[config.mk]
export PLATFORM = sky130hd
export DESIGN_NAME = reg_file_flat
export DESIGN_NICKNAME = d
export VERILOG_FILES = /design/src/rtl/rf_pkg.sv /design/src/rtl/reg_file_if.sv /design/src/rtl/rf_scoreboard.sv /design/src/rtl/reg_file.sv /design/src/flat_wrapper.sv
export SDC_FILE = /design/constraint.sdc
export NUM_CORES = 1
export LEC_CHECK = 0
export ABC_AREA = 0
export ABC_CLOCK_PERIOD_IN_PS = 6600
export CORE_ASPECT_RATIO = 0.6
export CORE_UTILIZATION = 65
export DETAILED_ROUTE_END_ITERATION = 8
export MAX_ROUTING_LAYER = met4
export PLACE_DENSITY = 0.87
export SETUP_SLACK_MARGIN = 0.3
export SLEW_MARGIN = 20
export SYNTH_ARGS = -nofsm -noshare
export SYNTH_HDL_FRONTEND = slang
export SYNTH_SLANG_ARGS = --single-unit
[constraint.sdc]
create_clock -name clk -period 6.6 [get_ports clk]
set_clock_uncertainty 0.2 [all_clocks]
set_input_delay 0.66 -clock clk [delete_from_list [all_inputs] [get_ports clk]]
set_output_delay 0.66 -clock clk [all_outputs]
set_load 0.05 [all_outputs]
[src/rtl/rf_pkg.sv]
// Shared defaults and scoreboard types for the register file.
package rf_pkg;

  localparam int unsigned DATA_WIDTH   = 16;
  localparam int unsigned REG_WIDTH    = 4;
  localparam int unsigned NUM_REGS     = 2 ** REG_WIDTH;
  localparam int unsigned SB_CNT_WIDTH = 2;
  localparam int unsigned SB_CNT_MAX   = (2 ** SB_CNT_WIDTH) - 1;

  typedef logic [SB_CNT_WIDTH-1:0] sb_cnt_t;

endpackage

[src/rtl/reg_file_if.sv]
// Write-back, read-port and issue/scoreboard signals of the register file.
interface reg_file_if #(
  parameter int unsigned DATA_WIDTH = rf_pkg::DATA_WIDTH,
  parameter int unsigned REG_WIDTH  = rf_pkg::REG_WIDTH
);

  localparam int unsigned NUM_REGS = 2 ** REG_WIDTH;

  logic                  RegWriteW_i;
  logic [REG_WIDTH-1:0]  WriteRegW_i;
  logic [DATA_WIDTH-1:0] ResultW_i;
  logic [REG_WIDTH-1:0]  rs_addr_i;
  logic [REG_WIDTH-1:0]  rt_addr_i;
  logic [DATA_WIDTH-1:0] rs_data_o;
  logic [DATA_WIDTH-1:0] rt_data_o;
  logic                  issue_valid_i;
  logic                  issue_regwrite_i;
  logic [REG_WIDTH-1:0]  issue_dest_i;
  logic                  flush_i;
  logic                  stall_o;
  logic [NUM_REGS-1:0]   pending_o;
  logic                  sb_err_o;

  modport master (
    output RegWriteW_i, WriteRegW_i, ResultW_i, rs_addr_i, rt_addr_i,
    output issue_valid_i, issue_regwrite_i, issue_dest_i, flush_i,
    input  rs_data_o, rt_data_o, stall_o, pending_o, sb_err_o
  );

  modport slave (
    input  RegWriteW_i, WriteRegW_i, ResultW_i, rs_addr_i, rt_addr_i,
    input  issue_valid_i, issue_regwrite_i, issue_dest_i, flush_i,
    output rs_data_o, rt_data_o, stall_o, pending_o, sb_err_o
  );

endinterface

[src/rtl/rf_scoreboard.sv]
// Per-register in-flight writer counters, issue stall and sticky error flag.
// Optional RF_BYPASS_EN: a last outstanding write-back clears its hazard in the same cycle.
module rf_scoreboard #(
  parameter int unsigned REG_WIDTH = rf_pkg::REG_WIDTH
) (
  input  logic                        clk,
  input  logic                        rst_n,
  input  logic                        issue_valid_i,
  input  logic                        issue_regwrite_i,
  input  logic [REG_WIDTH-1:0]        issue_dest_i,
  input  logic [REG_WIDTH-1:0]        rs_addr_i,
  input  logic [REG_WIDTH-1:0]        rt_addr_i,
  input  logic                        wb_we_i,
  input  logic [REG_WIDTH-1:0]        wb_addr_i,
  input  logic                        flush_i,
  output logic                        stall_o,
  output logic [(2**REG_WIDTH)-1:0]   pending_o,
  output logic                        sb_err_o
);

  import rf_pkg::*;

  localparam int unsigned NUM_REGS = 2 ** REG_WIDTH;

  sb_cnt_t             cnt_q [NUM_REGS];
  sb_cnt_t             cnt_d [NUM_REGS];
  logic                err_q;
  logic                err_d;
  logic                rel_c;
  logic                res_c;
  logic [NUM_REGS-1:0] rel_vec_c;
  logic [NUM_REGS-1:0] res_vec_c;
  logic [NUM_REGS-1:0] eff_pend_c;

  assign rel_c     = wb_we_i & (wb_addr_i != '0);
  assign res_c     = issue_valid_i & issue_regwrite_i & ~stall_o & (issue_dest_i != '0);
  assign rel_vec_c = rel_c ? (NUM_REGS'(1) << wb_addr_i) : '0;
  assign res_vec_c = res_c ? (NUM_REGS'(1) << issue_dest_i) : '0;

  // Hazard view seen by issue this cycle; register 0 is never a hazard.
  always_comb begin : eff_pending
    for (int r = 0; r < NUM_REGS; r++) begin
      eff_pend_c[r] = (cnt_q[r] != '0);
    end
`ifdef RF_BYPASS_EN
    if (rel_c && (cnt_q[wb_addr_i] == sb_cnt_t'(1))) begin
      eff_pend_c[wb_addr_i] = 1'b0;
    end
`endif
    eff_pend_c[0] = 1'b0;
  end

  assign stall_o = issue_valid_i & (eff_pend_c[rs_addr_i] | eff_pend_c[rt_addr_i]);

  // Saturating counter update; flush wins over reserve/release.
  always_comb begin : cnt_next
    err_d = err_q;
    for (int r = 0; r < NUM_REGS; r++) begin
      cnt_d[r] = cnt_q[r];
      if (flush_i) begin
        cnt_d[r] = '0;
      end else if (res_vec_c[r] && !rel_vec_c[r]) begin
        if (cnt_q[r] == sb_cnt_t'(SB_CNT_MAX)) err_d = 1'b1;
        else                                   cnt_d[r] = cnt_q[r] + sb_cnt_t'(1);
      end else if (rel_vec_c[r] && !res_vec_c[r]) begin
        if (cnt_q[r] == '0) err_d = 1'b1;
        else                cnt_d[r] = cnt_q[r] - sb_cnt_t'(1);
      end
    end
  end

  always_ff @(posedge clk or negedge rst_n) begin : cnt_reg
    if (!rst_n) begin
      for (int r = 0; r < NUM_REGS; r++) cnt_q[r] <= '0;
      err_q <= 1'b0;
    end else begin
      cnt_q <= cnt_d;
      err_q <= err_d;
    end
  end

  always_comb begin : pending_decode
    for (int r = 0; r < NUM_REGS; r++) pending_o[r] = (cnt_q[r] != '0);
  end

  assign sb_err_o = err_q;

endmodule

[src/rtl/reg_file.sv]
// Register file with combinational read ports and a write-back scoreboard.
// Optional RF_BYPASS_EN: reads matching the active write-back return ResultW_i.
module reg_file #(
  parameter int unsigned DATA_WIDTH = rf_pkg::DATA_WIDTH,
  parameter int unsigned REG_WIDTH  = rf_pkg::REG_WIDTH
) (
  input logic       clk,
  input logic       rst,
  reg_file_if.slave bus
);

  import rf_pkg::*;

  localparam int unsigned NUM_REGS = 2 ** REG_WIDTH;

  logic [DATA_WIDTH-1:0] regs_q [NUM_REGS];
  logic [DATA_WIDTH-1:0] rs_data_c;
  logic [DATA_WIDTH-1:0] rt_data_c;
  logic                  wb_we_c;

  assign wb_we_c = bus.RegWriteW_i & (bus.WriteRegW_i != '0);

  // Entry 0 is never written, so it stays at its reset value of zero.
  always_ff @(posedge clk or negedge rst) begin : storage
    if (!rst) begin
      for (int r = 0; r < NUM_REGS; r++) regs_q[r] <= '0;
    end else if (wb_we_c) begin
      regs_q[bus.WriteRegW_i] <= bus.ResultW_i;
    end
  end

  always_comb begin : read_mux
    rs_data_c = regs_q[bus.rs_addr_i];
    rt_data_c = regs_q[bus.rt_addr_i];
`ifdef RF_BYPASS_EN
    if (wb_we_c && (bus.rs_addr_i == bus.WriteRegW_i)) rs_data_c = bus.ResultW_i;
    if (wb_we_c && (bus.rt_addr_i == bus.WriteRegW_i)) rt_data_c = bus.ResultW_i;
`endif
  end

  assign bus.rs_data_o = rs_data_c;
  assign bus.rt_data_o = rt_data_c;

  rf_scoreboard #(
    .REG_WIDTH (REG_WIDTH)
  ) u_scoreboard (
    .clk              (clk),
    .rst_n            (rst),
    .issue_valid_i    (bus.issue_valid_i),
    .issue_regwrite_i (bus.issue_regwrite_i),
    .issue_dest_i     (bus.issue_dest_i),
    .rs_addr_i        (bus.rs_addr_i),
    .rt_addr_i        (bus.rt_addr_i),
    .wb_we_i          (bus.RegWriteW_i),
    .wb_addr_i        (bus.WriteRegW_i),
    .flush_i          (bus.flush_i),
    .stall_o          (bus.stall_o),
    .pending_o        (bus.pending_o),
    .sb_err_o         (bus.sb_err_o)
  );

endmodule
[src/flat_wrapper.sv]
// flat-port wrapper written by rule: the top's interface ports become plain ports
module reg_file_flat import rf_pkg::*;
#(
  parameter int unsigned DATA_WIDTH = rf_pkg::DATA_WIDTH,
  parameter int unsigned REG_WIDTH  = rf_pkg::REG_WIDTH
)
  (clk, rst, bus_RegWriteW_i, bus_WriteRegW_i, bus_ResultW_i, bus_rs_addr_i, bus_rt_addr_i, bus_issue_valid_i, bus_issue_regwrite_i, bus_issue_dest_i, bus_flush_i, bus_rs_data_o, bus_rt_data_o, bus_stall_o, bus_pending_o, bus_sb_err_o);
  reg_file_if #(.DATA_WIDTH(DATA_WIDTH), .REG_WIDTH(REG_WIDTH)) bus_i ();
  input logic clk;
  input logic rst;
  input wire logic [$bits(bus_i.RegWriteW_i)-1:0] bus_RegWriteW_i;
  input wire logic [$bits(bus_i.WriteRegW_i)-1:0] bus_WriteRegW_i;
  input wire logic [$bits(bus_i.ResultW_i)-1:0] bus_ResultW_i;
  input wire logic [$bits(bus_i.rs_addr_i)-1:0] bus_rs_addr_i;
  input wire logic [$bits(bus_i.rt_addr_i)-1:0] bus_rt_addr_i;
  input wire logic [$bits(bus_i.issue_valid_i)-1:0] bus_issue_valid_i;
  input wire logic [$bits(bus_i.issue_regwrite_i)-1:0] bus_issue_regwrite_i;
  input wire logic [$bits(bus_i.issue_dest_i)-1:0] bus_issue_dest_i;
  input wire logic [$bits(bus_i.flush_i)-1:0] bus_flush_i;
  output wire logic [$bits(bus_i.rs_data_o)-1:0] bus_rs_data_o;
  output wire logic [$bits(bus_i.rt_data_o)-1:0] bus_rt_data_o;
  output wire logic [$bits(bus_i.stall_o)-1:0] bus_stall_o;
  output wire logic [$bits(bus_i.pending_o)-1:0] bus_pending_o;
  output wire logic [$bits(bus_i.sb_err_o)-1:0] bus_sb_err_o;
  assign bus_i.RegWriteW_i = bus_RegWriteW_i;
  assign bus_i.WriteRegW_i = bus_WriteRegW_i;
  assign bus_i.ResultW_i = bus_ResultW_i;
  assign bus_i.rs_addr_i = bus_rs_addr_i;
  assign bus_i.rt_addr_i = bus_rt_addr_i;
  assign bus_i.issue_valid_i = bus_issue_valid_i;
  assign bus_i.issue_regwrite_i = bus_issue_regwrite_i;
  assign bus_i.issue_dest_i = bus_issue_dest_i;
  assign bus_i.flush_i = bus_flush_i;
  assign bus_rs_data_o = bus_i.rs_data_o;
  assign bus_rt_data_o = bus_i.rt_data_o;
  assign bus_stall_o = bus_i.stall_o;
  assign bus_pending_o = bus_i.pending_o;
  assign bus_sb_err_o = bus_i.sb_err_o;
  reg_file #(.DATA_WIDTH(DATA_WIDTH), .REG_WIDTH(REG_WIDTH)) u_core (.clk(clk), .rst(rst), .bus(bus_i));
endmodule
==> results.md, run 1 <==
Final layout:
- The fraction of final layout cells with drive strength greater than 1 is 29.15%.
- The count of placed standard cells in the final layout, fillers left out is 1734.
- The combined flip-flop and latch cell area is 7232 um^2.
- The number of nets in the layout is 1429.
- The layout overhead on the synthesized area is 13.04%.
- In the final layout, the multi-input gates occupy 8419 um^2.
- The final-layout fill cell count is 1491.

Global routing:
- Global routing used 14.70% of the available met3 tracks.
- The first-pass GRT wire length is 73660 um.
- The number of antenna violations at the first check in global routing was 2.
- Global routing used 55.39% of the available met1 tracks.
- For this run, the total global-route usage over all layers was measured as 41.01%.
- The layer carrying the most global-route usage is met2.
- The maximum number of pins on one net before global-route repair is 159.
- The via count of the first global-routing pass was 12460.
- The total overflow left after global routing is 0.
- The met2 capacity usage during global routing is 56.90%.

Timing:
- The achievable clock frequency is 212.7 MHz.
- The number of hold violations in the final report is 0.
- Summed over all failing endpoints, the final setup total negative slack is 0 ns.
- Setup violations remaining at the end of the flow were counted as 0.
- Dividing the final minimum period by the clock period gives 71.24%.
- The shortest clock period the worst path allows after layout is 4.702 ns.
- The final count of pins violating max slew is 0.
- Measured against its own limit, the worst slew margin works out to 20.02%.
- Setup repair after global routing left no endpoint under its margin.
- The final-layout worst hold slack is 0.1977 ns.
- The slew at the pin closest to its max-slew limit is 1.197 ns.

Critical path:
- The highest cell delay on the worst timing path is 0.87 ns.
- The worst setup path is of the in -> out kind.
- The top fanout value on the critical path is 11.
- The top cell family by delay on the critical path is buffers and inverters.
- At the worst endpoint, the required time is 5.74 ns.
- The arrival time reported for the critical path endpoint is 3.84 ns.
- The cell with the most instances on the worst path is sky130_fd_sc_hd__clkdlybuf4s50_1.
- The signal on the critical path passes through clkdlybuf4s50_1 -> buf_4 -> o211ai_2 -> a311o_1 -> o22ai_4 -> nor2_1 -> nor2b_1 -> clkdlybuf4s50_1.
- The nature of the critical path startpoint is an input pin.
- The number of buffers and inverters on the critical path is 3.
- The kind of end point of the critical path is an output pin.
- The slowest cell on the critical path is sky130_fd_sc_hd__clkdlybuf4s50_1.

Placed design:
- Port buffering added 87 buffers.
- Summed over all nets, the half-perimeter wirelength after detailed placement is 29510 um.
- The placed cell count is 1681.
- The weighted congestion at the end of routability-driven global placement is 1.034.

Die:
- The placement row count is 44.
- The die covers 25460 um^2.
- Once the floorplan was initialized, standard cells occupied 66.41% of the core.
- The area of the core is 24280 um^2.
- The floorplan step set the die height to 124 um.
- In this run the horizontal extent of the chip is 205.3 um.
- The top-level I/O count is 88.

Route:
- Detailed routing inserted a total of 12680 vias.
- The wire length reported by the detailed router is 49120 um.
- In the routed layout, each cell is associated on average with a via count of 7.311.
- In the routed design, unresolved DRC markers number 0.
- The violation count after the first detailed-route iteration is 1945.
- The count of nets left with antenna violations once routing finished came out at 0.
- For this run, the detailed router's first-pass iteration total came to 8.
- Dividing the detail-routed wire length by the instance count gives 28.33 um.

Logic synthesis:
- The post-synthesis cell count is 1362.
- In this run, synthesis produced a sequential element count of 289.
- The share of async-settable or async-resettable flops after synthesis is 100.0%.
- The synthesized netlist contains 68 unique library cells.
- The top flip-flop cell by instance count after synthesis is sky130_fd_sc_hd__dfrtp_1.
- The number of nets handed over by synthesis was 1400.
- The yosys synthesis warning count is 0.
- After synthesis, flip-flops and latches occupy 44.85% of the total area.
- A synthesized cell averages 11.84 um^2.
- The synthesized netlist occupies a cell area of 16120 um^2.
- The number of enable-type register cells in the synthesized netlist is 0.

Clock tree:
- The maximum clock insertion buffer count is 3.
- The clock net in this run drives a total of 289 sinks.
- The H-tree depth reported by CTS is 1.
- At the later pin of the worst-skew pair, clock insertion delay measures 0.57 ns.
- The number of gates resized after cts is 0.
- The clock transition at the register clock pins on the worst setup and hold paths after CTS is 0.06 ns.
- The root buffer cell chosen for the clock tree is sky130_fd_sc_hd__clkbuf_16.
- The number of setup buffers added after CTS is 0.
- The number of buffers created by CTS is 28.
- Buffers inserted to repair hold after CTS numbered 0.
- TritonCTS built the clock tree.

Pwr:
- Across the VDD grid, the largest voltage drop is 0.1969 mV.
- The analysis attributes to cell leakage a power of 8.063 nW.
- The power consumption is 0.005624 W.
- The power density over the cells is 308.5 nW/um^2.

Status:
- The flow ran to the end, and the final reports show no timing, DRC or antenna violations.

Min path:
- The class of the worst hold path is reg -> reg.

Job:
- Across the run, the number of max-cap violations was 0.
==> registers in the layout (all words and copies together), names as in the netlist <==
name,cells
u_core.u_scoreboard.cnt_q,32
u_core.regs_q,256
u_core.u_scoreboard.sb_err_o,1
==> cell usage after synthesis, types with 3 or more instances <==
library cell | n | area share, %
sky130_fd_sc_hd__and2_1 | 9 | 0.35
sky130_fd_sc_hd__nand2_1 | 322 | 7.5
sky130_fd_sc_hd__or2_2 | 8 | 0.31
sky130_fd_sc_hd__a211oi_1 | 5 | 0.23
sky130_fd_sc_hd__a32oi_1 | 4 | 0.22
sky130_fd_sc_hd__nand3b_1 | 3 | 0.14
sky130_fd_sc_hd__nor2b_1 | 17 | 0.66
sky130_fd_sc_hd__a311oi_1 | 3 | 0.16
sky130_fd_sc_hd__mux4_2 | 156 | 22
sky130_fd_sc_hd__nand3_1 | 12 | 0.37
sky130_fd_sc_hd__mux4_1 | 4 | 0.65
sky130_fd_sc_hd__dfrtp_1 | 289 | 45
sky130_fd_sc_hd__o21ai_0 | 25 | 0.78
sky130_fd_sc_hd__nor3_1 | 18 | 0.56
sky130_fd_sc_hd__buf_1 | 18 | 0.42
sky130_fd_sc_hd__and3_1 | 8 | 0.31
sky130_fd_sc_hd__buf_2 | 5 | 0.16
sky130_fd_sc_hd__o211ai_1 | 3 | 0.14
sky130_fd_sc_hd__clkbuf_1 | 87 | 2.0
sky130_fd_sc_hd__nor3b_1 | 4 | 0.19
sky130_fd_sc_hd__nor2_1 | 69 | 1.6
sky130_fd_sc_hd__mux2i_1 | 5 | 0.31
sky130_fd_sc_hd__inv_1 | 12 | 0.28
sky130_fd_sc_hd__a21o_1 | 10 | 0.47
sky130_fd_sc_hd__a21oi_1 | 47 | 1.5
sky130_fd_sc_hd__nand2b_1 | 14 | 0.54
sky130_fd_sc_hd__nand4_1 | 7 | 0.27
sky130_fd_sc_hd__mux2_2 | 145 | 10
==> layout by cell type, fill, tap and decap left out, types with 25 or more instances in the layout <==
| cell | n |
|---|---|
| sky130_fd_sc_hd__clkbuf_16 | 29 |
| sky130_fd_sc_hd__o21ai_0 | 25 |
| sky130_fd_sc_hd__dfrtp_1 | 289 |
| sky130_fd_sc_hd__mux2_2 | 145 |
| sky130_fd_sc_hd__mux4_2 | 156 |
| sky130_fd_sc_hd__nand2_1 | 321 |
| sky130_fd_sc_hd__nor2_1 | 62 |
| sky130_fd_sc_hd__buf_4 | 25 |
| sky130_fd_sc_hd__a21oi_1 | 47 |
| sky130_fd_sc_hd__clkdlybuf4s50_1 | 81 |
==> area by class of cell <==
class                           instances  share of cell area (%)
Timing Repair Buffer                  112                   5.965
Inverter                               13                  0.2677
Tap cell                              322                   2.210
Clock inverter                         14                   1.284
Sequential cell                       289                   39.68
Clock buffer                           35                   4.379
Multi-Input combinational cell        947                   46.19
Antenna cell                            2                 0.02746
==> logic make-up (layout without fill, tap and decap cells) <==
logic type | count (synthesis) | in the layout | share of synthesized area, %
multiplexers | 310 | 310 | 32.88
other | 0 | 2 | 0
AND/OR/NAND/NOR | 512 | 512 | 14.03
buffers and inverters | 126 | 174 | 3.088
flip-flops | 289 | 289 | 44.85
AO/OA/AOI/OAI | 125 | 125 | 5.153
==> path summary, 6_finish.rpt <==
kind                                                    start                      endpoint  cells past startpoint  slack, ns
worst min register to register             u_core.regs_q[251]            u_core.regs_q[251]                      0       0.20
worst max-delay path                         bus_rs_addr_i[3]                   bus_stall_o                      8       1.90
min in group asynchronous                                 rst             u_core.regs_q[66]                      2       0.36
worst min-delay path                       u_core.regs_q[251]            u_core.regs_q[251]                      0       0.20
max in group asynchronous                                 rst             u_core.regs_q[62]                      3       4.69
worst max register to register  u_core.u_scoreboard.cnt_q[16]  u_core.u_scoreboard.sb_err_o                      9       3.13
==> per-stage QoR <==
stage / worst slack [ns] / util, % / area, um^2
detailed placement: 1.923 / 70.61 / 17140
global placement: 1.944 / 70.61 / 17140
global route: 1.785 / 75.08 / 18230
floorplan: 2.667 / - / 16120
CTS: 1.929 / 74.87 / 18180
finish: 1.898 / 75.08 / 18230
==> per-layer routing <==
layer  routed length, um  vias to the layer above
li1                    -                     5012
met3                7095                      219
met4                1998                        0
met1               18250                     6325
met2               21780                     1122
met5                   0                        -
==> report_power, final <==
part,total [W],leakage [nW],internal [W],switching (W)
Combinational,0.00139,3.88,0.000709,0.000678
Sequential,0.00241,3.66,0.00210,0.000312
Clock,0.00183,0.514,0.00109,0.000735
Total,0.00562,8.06,0.00390,0.00172
Note: power is estimated with default switching activity, not from simulation.
==> run 2, diff against run 1 <==
--- a/config.mk
+++ b/config.mk
@@ -6,12 +6,12 @@
 export NUM_CORES = 1
 export LEC_CHECK = 0
 export ABC_AREA = 0
-export ABC_CLOCK_PERIOD_IN_PS = 6600
+export ABC_CLOCK_PERIOD_IN_PS = 3800
 export CORE_ASPECT_RATIO = 0.6
-export CORE_UTILIZATION = 65
+export CORE_UTILIZATION = 55
 export DETAILED_ROUTE_END_ITERATION = 8
 export MAX_ROUTING_LAYER = met4
-export PLACE_DENSITY = 0.87
+export PLACE_DENSITY = 0.78
 export SETUP_SLACK_MARGIN = 0.3
 export SLEW_MARGIN = 20
 export SYNTH_ARGS = -nofsm -noshare
==> constraint.sdc (replaced) <==
create_clock -name clk -period 3.8 [get_ports clk]
set_clock_uncertainty 0.2 [all_clocks]
set_input_delay 0.38 -clock clk [delete_from_list [all_inputs] [get_ports clk]]
set_output_delay 0.38 -clock clk [all_outputs]
set_load 0.05 [all_outputs]
==> results.md, run 2 (same netlist as run 1, synthesis figures left out) <==
Die:
- The placement row count is 48.
- The die area is 30030 um^2.
- The height of the die is 134.6 um.
- The width of the chip is 223.0 um.
- The top-level I/O count is 88.
- The area of the core is 28770 um^2.
- Once the floorplan was initialized, standard cells occupied 56.05% of the core.

Critical path:
- The reg-to-reg critical path startpoint is u_core.u_scoreboard.cnt_q[3].
- The number of buffers and inverters on the critical path is 2.
- The largest individual stage delay along the critical path comes from the cell sky130_fd_sc_hd__nor4_2.
- STA classifies the critical path startpoint as a flop.
- The cell family contributing the most delay on the critical path is simple AND/OR/NAND/NOR gates.
- STA classifies the critical path endpoint as a flop.
- The required time reported for the critical path endpoint is 4.04 ns.
- The worst setup path is of the reg -> reg kind.
- In this design, the stage delay of the slowest critical-path cell is 0.51 ns.
- The launching instance or port of the critical path is u_core.u_scoreboard.cnt_q[3].
- The arrival time reported for the critical path endpoint is 3.60 ns.
- Walking the worst path, the cells encountered are nor2_1 -> a311oi_1 -> a22oi_4 -> nand3_4 -> nor4_2 -> buf_4 -> and2_1 -> mux2i_1 -> a311oi_1 -> buf_4 -> o21ai_1.
- Along the worst path, the maximum fanout reaches 6.

Pwr:
- The switching part of the total is 30.25%.
- The part of the power in registers is 43.0%.
- In this run, the combinational gates consume 26.0% of the power.
- The share of total power in the clock network is 30.9%.
- Internal power comes to 0.006622 W.
- The power consumption is 0.009494 W.
- The worst voltage drop across the vdd grid is 0.4436 mV.
- In this run the static leakage power is 8.284 nW.
- In this run the power density over the cells is 512.2 nW/um^2.
- The power dissipated by switching net loads is 0.002872 W.

Placed design:
- Buffers placed on the I/O ports in this run total 87.
- Summed over all nets, the half-perimeter wirelength after detailed placement is 31280 um.
- The weighted congestion at the end of routability-driven global placement is 1.021.
- Once placement finished, the instance area stood at 17560 um^2.
- The placed cell count is 1769.

Timing:
- Of the available clock period, the critical path in the final layout requires 88.24%.
- Setup repair after global routing left no endpoint under its margin.
- For the pin with the worst max-slew slack, the measured transition is 0.6450 ns.
- In this run the tightest slew margin relative to its limit is 55.89%.
- The number of hold violations in the final report is 0.
- The final count of pins violating max slew is 0.
- The achievable clock frequency is 298.2 MHz.
- The routed design could run at a clock period as short as 3.353 ns.
- Setup violations remaining at the end of the flow were counted as 0.
- The setup TNS after final layout is 0 ns.

Route:
- The DRC violation count after routing is 0.
- The violation count after the first detailed-route iteration is 1422.
- Wires add up to 48900 um.
- The via density per instance is 6.600.
- The average wire per standard cell is 26.84 um.
- The via total after detailed routing is 12030.
- The post-route antenna net violation count is 0.
- For this run, the detailed router's first-pass iteration total came to 5.

Final layout:
- For this run, the share of the core covered by cells in the final layout is 64.44%.
- The library cells used most frequently in the layout, excluding fill and tap cells, are sky130_fd_sc_hd__nand2_1 (322), sky130_fd_sc_hd__dfrtp_1 (289), sky130_fd_sc_hd__mux4_2 (156).
- Relative to the synthesized area, the layout overhead comes to 14.96%.
- The number of nets in the layout is 1463.
- Once layout is done, the placed cells without fillers occupy 18540 um^2.
- The library cell used most frequently in the layout, excluding fill and tap cells, is sky130_fd_sc_hd__nand2_1.
- The count of placed standard cells in the final layout, fillers left out is 1822.
- The top register by number of flip-flops is u_core.regs_q.
- After filler insertion, the fill cell instance count of the layout stands at 2143.
- The register with the most flip-flops in the layout has 256 of them.
- The fraction of final layout cells with drive strength greater than 1 is 33.13%.

Min path:
- The class of the worst hold path is in -> async.

Global routing:
- The number of antenna violations at the first check in global routing is 1.
- The global route total overflow is 0.
- The maximum number of pins on one net before global-route repair is 112.
- Global routing used 34.83% of the available tracks across all layers.
- The first global-routing pass estimated 74990 um of wire.
- The via count of the first global-routing pass is 12250.

Clock tree:
- The cell sitting at the root of the clock tree is a sky130_fd_sc_hd__clkbuf_16.
- The H-tree depth reported by CTS is 1.
- After clock tree synthesis, the clock-pin slew on the worst setup and hold paths is 0.07 ns.
- The number of buffers created by CTS is 28.
- The number of setup buffers added after CTS is 0.
- The CTS sink count is 289.
- The maximum clock insertion buffer count is 3.
- TritonCTS built the clock tree.
- The clock latency at the later pin of the worst-skew pair is 0.56 ns.

Status:
- The flow ran to the end, and the final reports show no timing, DRC or antenna violations.

Job:
- The max-capacitance violation count is 0.
[run 2: changes by cell type in the layout (fill, tap and decap cells not counted), sizes merged]
cell and change:
buf +67, clkinvlp +1, clkbuf +5, diode -1, bufinv -4, clkinv +1
inv -1, clkdlybuf4s50 -33
[run 2: cell type report]
| class | instances | area (um^2) | area share [%] |
|---|---|---|---|
| diodes | 1 | 2.502 | 0.01350 |
| clock buffers | 40 | 847.1 | 4.570 |
| clock inverters | 11 | 111.4 | 0.6007 |
| inverters | 13 | 48.80 | 0.2632 |
| multi-input cells | 947 | 8417 | 45.41 |
| flip-flops and latches | 289 | 7232 | 39.01 |
| well taps | 375 | 469.2 | 2.531 |
| repair buffers | 146 | 1409 | 7.600 |
[run 2: what timing repair did]
item	in CTS	in global routing
resized for setup	0	1
hold buffers	1	0
setup endpoints to repair	0	1
endpoints found under the hold margin	57	0
[run 2: metrics by stage]
stage,hold slack (ns),setup slack [ns]
4_1_cts,0.1592,0.4815
3_5_place_dp,0.1508,0.01319
3_3_place_gp,0.1502,0.1318
6_report,0.1496,0.4470
2_1_floorplan,-0.1156,0.4270
5_1_grt,0.1988,0.3052
[run 2: final timing paths]
| path | end | slack, ns | depth (start not counted) |
|---|---|---|---|
| max reg2reg | u_core.u_scoreboard.sb_err_o | 0.45 | 11 |
| min reg2reg | u_core.regs_q[244] | 0.20 | 0 |
| max | u_core.u_scoreboard.sb_err_o | 0.45 | 11 |
| max in group asynchronous | u_core.regs_q[207] | 2.22 | 3 |
| min in group clk | u_core.regs_q[244] | 0.20 | 0 |
| min | u_core.u_scoreboard.cnt_q[30] | 0.15 | 2 |
[run 2: metal layers]
metal / up-vias / part of all wire [%] / GRT usage (%)
met5: - / 0 / -
met4: 0 / 2.5 / 9.310
met3: 93 / 12 / 10.84
met2: 699 / 43 / 47.95
met1: 6159 / 42 / 50.12
li1: 5075 / - / -
[run 2: power by group through the flow]
stage               sequential, W  clock (W)  combinational (W)
finish                    0.00408    0.00294            0.00247
global route              0.00415    0.00308            0.00262
CTS                       0.00406    0.00297            0.00247
detailed placement        0.00411          0            0.00245
global placement          0.00405          0            0.00239
floorplan                 0.00396          0            0.00176
==> run 3, diff against run 2 <==
--- a/config.mk
+++ b/config.mk
@@ -12,7 +12,7 @@
 export DETAILED_ROUTE_END_ITERATION = 8
 export MAX_ROUTING_LAYER = met4
 export PLACE_DENSITY = 0.78
-export SETUP_SLACK_MARGIN = 0.3
+export SETUP_SLACK_MARGIN = 0.4
 export SLEW_MARGIN = 20
 export SYNTH_ARGS = -nofsm -noshare
 export SYNTH_HDL_FRONTEND = slang
==> results.md, run 3 (same netlist as run 1, synthesis figures left out) <==
Die:
- The top-level I/O count is 88.
- For this configuration, the core starts out at a cell density of 56.05%.
- The placement row count is 48.
- The width of the chip is 223.0 um.
- The area of the core is 28770 um^2.
- The height of the die is 134.6 um.
- The die covers 30030 um^2.

Route:
- After detailed routing, the number of remaining DRC violations is 0.
- After detailed routing, no signal wire sits above met4.
- Across all layers, the routed design uses 12140 vias.
- The detailed-router iteration count before antenna repair is 6.
- The wire length reported by the detailed router is 48970 um.
- Dividing the detail-routed via count by the number of cells gives 6.661.
- The total length of routed met3 wires is 6052 um.
- The post-route antenna net violation count is 0.
- For this block, wires on met1 add up to 20480 um.
- After the first detailed-routing iteration, the DRC count stood at 1504.
- Dividing the detail-routed wire length by the instance count gives 26.87 um.
- The met2 routed wirelength is 21110 um.

Clock tree:
- After clock tree synthesis, the clock-pin slew on the worst setup and hold paths is 0.07 ns.
- The cell at the root of the clock tree is sky130_fd_sc_hd__clkbuf_16.
- The clock tree from TritonCTS is done.
- Counting along the longest clock path gives a buffer depth of 3.
- The clock net in this run drives a total of 289 sinks.
- The number of setup buffers added after CTS is 0.
- The number of buffers created by CTS is 28.
- The later pin in the worst-skew pair is clocked with a latency of 0.56 ns.
- The H-tree depth reported by CTS is 1.

Critical path:
- Along the worst path, the maximum fanout reaches 7.
- Walking the worst path, the cells encountered are nor2_1 -> o21ai_0 -> a221oi_2 -> o22ai_4 -> nor3_2 -> and3_1 -> o22ai_1 -> nor4_1 -> o21ai_1.
- The capture point of the worst reg-to-reg path is u_core.u_scoreboard.sb_err_o.
- The required time reported for the critical path endpoint is 4.04 ns.
- Following the worst setup path forward leads to its endpoint at u_core.u_scoreboard.sb_err_o.
- The depth of the worst register-to-register path is 9.
- The kind of end point of the critical path is a flop.
- The most critical setup path has its startpoint at u_core.u_scoreboard.cnt_q[28].
- STA classifies the critical path startpoint as a flop.
- The highest cell delay on the worst timing path is 0.48 ns.
- The slowest cell on the critical path is sky130_fd_sc_hd__nor3_2.
- The reg-to-reg critical path startpoint is u_core.u_scoreboard.cnt_q[28].
- For flop-to-flop paths, the worst setup slack is 0.51 ns.
- The arrival time reported for the critical path endpoint is 3.53 ns.
- The worst setup path is of the reg -> reg kind.

Final layout:
- The top register by number of flip-flops is u_core.regs_q.
- The final design instance area without fill is 18560 um^2.
- The net count of the finished layout is 1463.
- In the layout the commonest cells are sky130_fd_sc_hd__nand2_1 (322), sky130_fd_sc_hd__dfrtp_1 (289), sky130_fd_sc_hd__mux4_2 (156).
- Of the cells placed in the final design, the portion with a size suffix greater than 1 is 33.26%.
- The leading cell type in the layout, fill and taps excluded is sky130_fd_sc_hd__nand2_1.
- For this run, the share of the core covered by cells in the final layout is 64.50%.
- The register with the most flip-flops in the layout has 256 of them.
- Relative to the synthesized area, the layout overhead comes to 15.08%.

Placed design:
- The post-placement setup slack is 0.01319 ns.
- The quantity of I/O buffers inserted on ports is 87.
- After legalization and detailed placement, the total HPWL measured 31280 um.
- The weighted congestion at the end of routability-driven global placement is 1.021.
- The placed cell area is 17560 um^2.

Pwr:
- The worst-case IR drop observed on VDD is 0.4400 mV.
- Cell internal power was estimated by the tool at 0.006623 W.
- In this run, flip-flops and latches consume 43.0% of the power.
- The power density over the cells is 511.7 nW/um^2.
- Of the total power, the share spent switching nets is 30.24%.
- In this run the static leakage power is 8.288 nW.
- Summing internal, switching and leakage power gives 0.009495 W.
- The power dissipated by switching net loads is 0.002872 W.
- The share of power burned in combinational logic is 26.1%.
- The share of total power in the clock network is 30.9%.

Timing:
- The normalized max-slew margin is 58.77%.
- Dividing the final minimum period by the clock period gives 86.45%.
- For the final routed database, the setup TNS stands at 0 ns.
- The smallest setup slack after layout is 0.5149 ns.
- The number of setup violations in the final report is 0.
- Based on the critical path, the design can be clocked at up to 304.4 MHz.
- For the pin with the worst max-slew slack, the measured transition is 0.6185 ns.
- The final count of pins violating max slew came to 0.
- The shortest clock period the worst path allows after layout is 3.285 ns.
- Setup repair after global routing could not meet its margin everywhere.
- The number of hold violations in the final report came to 0.

Global routing:
- The via count of the first global-routing pass is 12250.
- The first-pass GRT wire length is 74990 um.
- The total global-route track usage is 34.83%.
- The maximum number of pins on one net before global-route repair is 112.
- For this run the aggregate overflow at the end of global routing stands at 0.
- The number of antenna violations at the first check in global routing is 1.

Status:
- The flow ran to the end, and the final reports show no timing, DRC or antenna violations.

Job:
- The max-capacitance violation count is 0.

Min path:
- The tightest min-delay check is of the in -> async type.
==> run 3: cell counts in the layout (fill, tap and decap cells not counted) <==
Identical to the previous run, type by type.
==> run 3: per-layer routing <==
metal | vias to the layer above | track usage [%]
met4 | 0 | 9.310
met2 | 775 | 47.95
met5 | - | -
met3 | 98 | 10.84
met1 | 6190 | 50.12
li1 | 5073 | -
==> run 3: how the worst min path moves through the flow <==
stage                     start                             to  cells past startpoint
after floorplan             rst               u_core.regs_q[0]                      0
after global placement      rst  u_core.u_scoreboard.cnt_q[31]                      1
after detailed placement    rst  u_core.u_scoreboard.cnt_q[31]                      1
after CTS                   rst             u_core.regs_q[242]                      2
after global routing        rst  u_core.u_scoreboard.cnt_q[31]                      2
final                       rst  u_core.u_scoreboard.cnt_q[31]                      2
==> run 3: what timing repair did <==
item / CTS / global route
hold buffers: 1 / 0
gates resized for setup: 0 / 6
hold endpoints to repair: 57 / 0
endpoints found under the setup margin: 0 / 3
==> run 3: final cells by class <==
class / instances / area, um^2
Antenna cell: 1 / 2.502
Tap cell: 375 / 469.2
Sequential cell: 289 / 7232
Clock buffer: 40 / 847.1
Inverter: 13 / 48.80
Fill cell: 2144 / 10210
Multi-Input combinational cell: 947 / 8432
Timing Repair Buffer: 146 / 1413
Clock inverter: 11 / 111.4
==> run 3: power by group through the flow <==
stage / clock (W) / combinational (W) / sequential (W)
finish: 0.00294 / 0.00247 / 0.00409
global route: 0.00308 / 0.00262 / 0.00415
CTS: 0.00297 / 0.00247 / 0.00406
detailed placement: 0 / 0.00245 / 0.00411
global placement: 0 / 0.00239 / 0.00405
floorplan: 0 / 0.00176 / 0.00396
==> run 3: worst max-delay path, delay by kind of cell, from the launching register on <==
kind	cells	cell delay [ns]
and+or+nand+nor	4	1.52
DFF	1	0.43
AOI/OAI and AO/OA	5	1.01
==> run 3: through the flow <==
stage	std cells	hold WS, ns
after floorplan	1362	-0.1156
after global placement	1769	0.1502
after detailed placement	1769	0.1508
after CTS	1821	0.1592
after global routing	1822	0.1988
final	1822	0.1573
